File: src/rtl/pci_bus_arbiter.sv
// Round-robin PCI bus arbiter: active-low REQ/GNT pairs, bus-idle detection from
// FRAME/IRDY, preemption during a transaction and a grant timeout for idle masters.
module pci_bus_arbiter #(
  parameter int unsigned N_MASTERS = 4,
  parameter int unsigned TIMEOUT   = 16,
  localparam int unsigned OW       = (N_MASTERS > 1) ? $clog2(N_MASTERS) : 1
) (
  input  logic                 clock,
  input  logic                 reset,
  input  logic [N_MASTERS-1:0] REQ,
  input  logic                 FRAME,
  input  logic                 IRDY,
  output logic [N_MASTERS-1:0] GNT,
  output logic [OW-1:0]        owner,
  output logic                 owner_valid,
  output logic                 timeout
);

  localparam int unsigned TW = (TIMEOUT > 2) ? $clog2(TIMEOUT) : 1;

  typedef enum logic [1:0] {
    ST_IDLE  = 2'd0,
    ST_GRANT = 2'd1,
    ST_BUSY  = 2'd2,
    ST_GAP   = 2'd3
  } state_e;

  state_e               state_q, state_d;
  logic [N_MASTERS-1:0] gnt_q, gnt_d;
  logic [OW-1:0]        owner_q, owner_d;
  logic                 owner_valid_q, owner_valid_d;
  logic                 timeout_q, timeout_d;
  logic [OW-1:0]        ptr_q, ptr_d;
  logic [TW-1:0]        timer_q, timer_d;

  logic [N_MASTERS-1:0] req_act;
  logic                 win_found;
  logic [OW-1:0]        win_idx;
  int unsigned          cand;
  logic                 bus_idle;
  logic                 others_req;
  logic [OW-1:0]        ptr_after_owner;

  assign req_act         = ~REQ;
  assign bus_idle        = FRAME & IRDY;
  assign others_req      = |(req_act & ~(N_MASTERS'(1) << owner_q));
  assign ptr_after_owner = (owner_q == OW'(N_MASTERS - 1)) ? '0 : owner_q + OW'(1);

  // First active requester scanning upward from ptr, wrapping at N_MASTERS.
  always_comb begin
    win_found = 1'b0;
    win_idx   = '0;
    cand      = 0;
    for (int unsigned k = 0; k < N_MASTERS; k++) begin
      cand = (32'(ptr_q) + k) % N_MASTERS;
      if (!win_found && req_act[OW'(cand)]) begin
        win_found = 1'b1;
        win_idx   = OW'(cand);
      end
    end
  end

  always_ff @(posedge clock) begin
    if (reset) begin
      state_q       <= ST_IDLE;
      gnt_q         <= '1;
      owner_q       <= '0;
      owner_valid_q <= 1'b0;
      timeout_q     <= 1'b0;
      ptr_q         <= '0;
      timer_q       <= '0;
    end else begin
      state_q       <= state_d;
      gnt_q         <= gnt_d;
      owner_q       <= owner_d;
      owner_valid_q <= owner_valid_d;
      timeout_q     <= timeout_d;
      ptr_q         <= ptr_d;
      timer_q       <= timer_d;
    end
  end

  always_comb begin
    state_d       = state_q;
    gnt_d         = gnt_q;
    owner_d       = owner_q;
    owner_valid_d = owner_valid_q;
    timeout_d     = 1'b0;
    ptr_d         = ptr_q;
    timer_d       = timer_q;

    unique case (state_q)
      ST_IDLE, ST_GAP: begin
        gnt_d         = '1;
        owner_valid_d = 1'b0;
        state_d       = ST_IDLE;
        if (win_found) begin
          gnt_d[win_idx] = 1'b0;
          owner_d        = win_idx;
          owner_valid_d  = 1'b1;
          timer_d        = '0;
          state_d        = ST_GRANT;
        end
      end

      ST_GRANT: begin
        owner_valid_d = 1'b1;
        if (!FRAME) begin
          state_d = ST_BUSY;
        end else if (!req_act[owner_q] || (timer_q == TW'(TIMEOUT - 1))) begin
          // Withdrawal or timer expiry both release the bus through GAP.
          timeout_d     = req_act[owner_q];
          gnt_d         = '1;
          owner_valid_d = 1'b0;
          ptr_d         = ptr_after_owner;
          state_d       = ST_GAP;
        end else begin
          timer_d = timer_q + TW'(1);
        end
      end

      ST_BUSY: begin
        owner_valid_d = 1'b1;
        if (bus_idle) begin
          gnt_d         = '1;
          owner_valid_d = 1'b0;
          ptr_d         = ptr_after_owner;
          state_d       = ST_GAP;
        end else if (others_req) begin
          gnt_d[owner_q] = 1'b1;
        end
      end

      default: state_d = ST_IDLE;
    endcase
  end

  assign GNT         = gnt_q;
  assign owner       = owner_q;
  assign owner_valid = owner_valid_q;
  assign timeout     = timeout_q;

endmodule

File: config.mk
export PLATFORM = sky130hd
export DESIGN_NAME = pci_bus_arbiter
export DESIGN_NICKNAME = d
export VERILOG_FILES = /design/src/rtl/pci_bus_arbiter.sv
export SDC_FILE = /design/constraint.sdc
export NUM_CORES = 1
export LEC_CHECK = 0
export ABC_CLOCK_PERIOD_IN_PS = 2250
export BUFFER_PORTS_ARGS = -buffer_cell sky130_fd_sc_hd__buf_2
export CAP_MARGIN = 20
export CORE_MARGIN = 1
export CORE_UTILIZATION = 30
export DETAILED_ROUTE_END_ITERATION = 10
export SLEW_MARGIN = 40
export SYNTH_ARGS = -nofsm -noshare
export SYNTH_HDL_FRONTEND = slang
export SYNTH_SLANG_ARGS = --single-unit
export TNS_END_PERCENT = 10
File: constraint.sdc
create_clock -name clock -period 2.25 [get_ports clock]
set_input_delay 0.225 -clock clock [delete_from_list [all_inputs] [get_ports clock]]
set_output_delay 0.225 -clock clock [all_outputs]
set_load 0.05 [all_outputs]
# After elaboration in Yosys (flattened, before gate mapping)
# Cells that the tools add are included.
word_totals:
  register_bits: 16
  out_inout_bits: 8
op_classes:
  n_addsub: 5
  magnitude_cmp: 8
  eq_ne: 12
  shift: 1
  muxes: 47
  bitwise_logic: 9
  n_reduce_logical: 21
op_table:
  columns: ["cell", "n"]
  rows:
  - ["two-way mux 4 bit", 8]
  - ["two-way mux 2 bit", 11]
  - ["< comparator 2 x 3 -> 1 bit, second input constant", 6]
  - ["two-way mux 1 bit", 16]
  - ["inverter 4 bit", 3]
  - ["case mux 4 bit (3 select lines)", 1]
  - ["binary-select mux 1 bit (select 2 bit)", 5]
  - ["!= test 2 bit, second input constant", 5]
  - ["case mux 4 bit (2 select lines)", 1]
  - ["AND reduction 4 bit", 2]
  - ["OR reduction 4 bit", 2]
  - ["equality test 2 bit, second input constant", 3]
  - ["!= test 3 bit, second input constant", 2]
  - ["case mux 2 bit (3 select lines)", 1]
  - ["logical AND 1 bit", 5]
  - ["adder 2 x 1 -> 2 bit, second input constant", 2]
  - ["adder 2 bit, second input constant", 2]
  - ["adder 4 x 1 -> 4 bit, second input constant", 1]
  - ["bitwise AND 4 bit", 1]
  - ["demux 1 bit (select 2 bit)", 2]
  - ["equality test 4 bit, second input constant", 1]
  - [">= comparator 2 x 1 -> 1 bit, second input constant", 2]
  - ["zero test 1 bit", 4]
  - ["OR 4 bit", 1]
  - ["12 further kinds", 16]

# Logic depth before layout (Yosys ltp)
logic_depth:
  word_depth: 20
  mapped_depth: 7
  ltp_nobuf: 7

# Worst setup path before layout
# Ideal clock, no wire load.
synth_path:
  kind: "reg-to-reg"
  start: "register owner_q[0], in the netlist owner[0]"
  end: "register gnt_q[2], in the netlist GNT[2]"
  arrival_time_ns: 2.124
  slack_ns: 0.006
  stages_incl_launch_ff: 6
  path_buffers: 0
  synth_period_minus_slack_ns: 2.244
  path_cell_list: "dfxtp_1 -> mux4_2 -> or3_4 -> o211ai_4 -> a211oi_2 -> a211o_1"
synth_between:
  elab_chain_len: 8
  elab_cells_between_ends: 20
  cone_classes: "order compare: 2; eq/ne: 2; shift: 1; mux: 7; bitwise: 3; reduce/logical: 5"
synth_lines:
  columns: ["item", "line_no", "text"]
  rows:
  - ["start, declared", "30", "logic [OW-1:0] owner_q, owner_d;"]
  - ["start signal, assigned", "75", "owner_q <= owner_d;"]
  - ["< comparator 2 x 3 -> 1 bit (not written as such) / >= comparator 2 x 1 -> 1 bit (equally long branches)", "130", "gnt_d[owner_q] = 1'b1;"]
  - ["logical AND 1 bit (not written as such)", "130", null]
  - ["two-way mux 1 bit (not written as such)", "130", null]
  - ["demux 1 bit (select 2 bit)", "130", null]
  - ["OR 4 bit (no source line)", null, null]
  - ["two-way mux 4 bit", "129", "end else if (others_req) begin"]
  - ["two-way mux 4 bit", "124", "if (bus_idle) begin"]
  - ["case mux 4 bit (3 select lines)", "92", "unique case (state_q)"]
  - ["end signal, assigned", "74", "gnt_q <= gnt_d;"]
  - ["end, declared", "29", "logic [N_MASTERS-1:0] gnt_q, gnt_d;"]
# Parallel ways exist; a longest one is shown, timed or not. The select of a mux whose other input is x is not followed.
# A chain may end at the register's enable or synchronous reset.

# Final worst setup path
# Same ends and word-level chain as after synthesis.

==> impl_metrics.ini <==
[power]
internal_power_w = 0.000726
p_clk_share_pct = 10.6
p_leak_nw = 0.453
finalPower_w = 0.00141
p_switching_w = 0.000687
p_seq_share_pct = 30.2
comb_power_share_pct = 59.2
vdd_drop_max_v = 0.000428
power_density_nw_per_um2 = 1260
sw_frac_of_total_pct = 48.6

[critical_path]
end_kind = flip-flop
rr_startpoint = owner[0]
worst-r2r-cell-count = 5
cp.depth = 5
critPathLaunchType = flip-flop
critical-path-top-delay-family = multiplexers
required_ns = 2.43
crit_buf_inv = 0
critPathSlowestCell = mux4_2
crit_start = owner[0]
path_max_fanout = 8
crit_type = flip-flop to flip-flop
path_cells = mux4_2 -> or3_4 -> o211ai_4 -> a211oi_2 -> a211o_1
crit_end = GNT[2]
arrival_ns = 2.20
ff2ff_setup_slack_ns = 0.23
critPathMaxStageDelay_ns = 0.57
r2r_end = GNT[2]

[clock_network]
cts-root-buf = clkbuf_4
cts_sinks = 16
htree_levels = 1
cts_buffer_depth = 2
clk_pin_slew_ns = 0.09
clkLatencyLatePin_ns = 0.28
hold_buffers = 0
cts_tree = yes
cts-buffers-inserted = 3

[drt]
first_iter_violations = 21
drt-wirelength-per-cell_um = 12.1
routed_wl_mm = 2.12
drt_first_pass_iters = 4
antenna_left = 0
drc = 0
vias = 892
vias_per_cell = 5.10

[timing]
hold_viol = 0
worstMarginPinSlew_ns = 0.455
maxSlewViolCount = 0
slew_headroom_pct = 69.4
clock_skew_ns = 0.00314
tns_ns = 0
setup_viol = 0
rsz0062_at_grt = false
period_needed_ns = 2.02
period_share_pct = 89.6
fmax_ghz = 0.496

[outcome]
status = completed

[floorplan]
ios = 16
die-area_sq_um = 3490
core_area_sq_um = 3080
rows = 20
fp.dieW_um = 59.1
fp.dieH_um = 59.1
start_util_pct = 31.7

[final_layout]
nets = 148
final_layout_size_suffix_gt1_share_pct = 21.4
area_growth_pct = 14.9
diodes = 0

[global_routing]
grt_pass1_wl_mm = 3.77
grt_pass1_vias = 851
track_usage_pct = 14.1
overflow = 0
grt_max_degree = 17
antenna_found_initial = 0

[logic_synthesis]
synth_edf_count = 0
syn_avg_cell_area_sq_um = 8.57
ys_ff_latch = 16
postSynthCellCount = 114
ys_types = 40
yosys_most_used_dff = dfxtp_1
ys_async_sr_fraction_pct = 0
ys_seq_area_share_pct = 32.8
synth-warning-count = 0
syn_nets = 129
netlist_area_sq_um = 977

[place]
place_congestion = 0.852
port_buffers = 15
dp_hpwl_mm = 1.67

[run]
max_cap_viol_count = 0

[worst_hold_path]
worstHoldPathType = primary input to flip-flop
## layer usage
metal / part of all wire, % / track usage (%)
met5: 0 / 0
met4: 0 / 5.44
met3: 3.8 / 4.15
met2: 49 / 22.7
met1: 47 / 17.6
## layout make-up
| type | instances | area, sq um |
|---|---|---|
| flip-flops and latches | 16 | 320 |
| clock buffers | 3 | 22.5 |
| fillers | 330 | 1960 |
| inverters | 6 | 22.5 |
| repair buffers | 16 | 82.6 |
| multi-input cells | 90 | 619 |
| well taps | 44 | 55.1 |
## synth_stat cells (all sizes together) (3+ instances only)
cell | n | area share (%)
ha | 7 | 9.0
nor2 | 13 | 5.0
a211oi | 3 | 2.8
nor2b | 4 | 2.6
dfxtp | 16 | 33
or3 | 6 | 4.6
o21ai | 4 | 2.0
a21oi | 14 | 7.2
inv | 6 | 2.3
nand3 | 3 | 1.5
nand2 | 6 | 2.3
## power by group through the flow
stage	sequential, W	clock [W]	combinational (W)
after floorplan	0.000583	0	0.000501
after global placement	0.000428	0	0.000830
after detailed placement	0.000433	0	0.000833
after CTS	0.000427	0.000159	0.000836
after global routing	0.000441	0.000177	0.000921
final	0.000427	0.000150	0.000836
## what timing repair did
| action | in CTS | in global routing |
|---|---|---|
| hold endpoints to repair | 0 | 0 |
| resized for setup | 0 | 1 |
| setup buffers | 0 | 0 |
| endpoints found under the setup margin | 0 | 1 |
## per-stage QoR
step | area, sq um | instances | hold WS, ns | utilization [%] | setup slack [ns]
final | 1120 | 175 | 0.310 | 36.5 | 0.233
after global routing | 1120 | 175 | 0.295 | 36.5 | 0.0860
after CTS | 1120 | 175 | 0.297 | 36.5 | 0.194
after detailed placement | 1100 | 172 | 0.479 | 35.7 | 0.227
after global placement | 1100 | 172 | 0.464 | 35.7 | 0.277
after floorplan | 977 | 114 | 0.449 | - | 0.00599
## kinds of logic (layout without fill, tap and decap cells)
group	count (synthesis)	after routing	synth area share [%]
AND/OR/NAND/NOR	45	45	25.0
AO/OA/AOI/OAI	35	35	25.1
adder cells (fa/ha/maj)	7	7	8.96
buffers and inverters	8	25	3.84
multiplexers	3	3	4.35
flip-flops	16	16	32.8
## how the worst min path moves through the flow
stage / from / end / slack [ns] / cells after the start
after floorplan: timer_q[1] / timer_q[1] / 0.45 / 2
after global placement: timer_q[1] / timer_q[1] / 0.46 / 2
after detailed placement: GNT[1] / GNT[1] / 0.48 / 2
after CTS: reset / timer_q[0] / 0.30 / 2
after global routing: reset / timer_q[0] / 0.29 / 2
final: reset / timer_q[0] / 0.31 / 2
## registers in the layout (all words and copies together) (netlist names)
name         count
GNT              4
owner            2
owner_valid      1
ptr_q            2
state_q          2
timeout          1
timer_q          4
## cells in the final DEF, fill, tap and decap left out, types with 2 or more instances in the layout
master and count:
dfxtp_1 16, ha_1 7, nand2_1 6, buf_2 15
clkbuf_4 3, o21a_1 2, nor2_1 13, o31ai_1 2
or3_2 2, a21oi_1 14, nor2b_1 4, a211oi_1 2
and2_1 2, nor3_1 2, mux2i_1 2, o21ai_0 4
inv_1 6, nand3_1 3, nor3b_1 2, or3_1 3
Power figures use the tool's default switching activity.
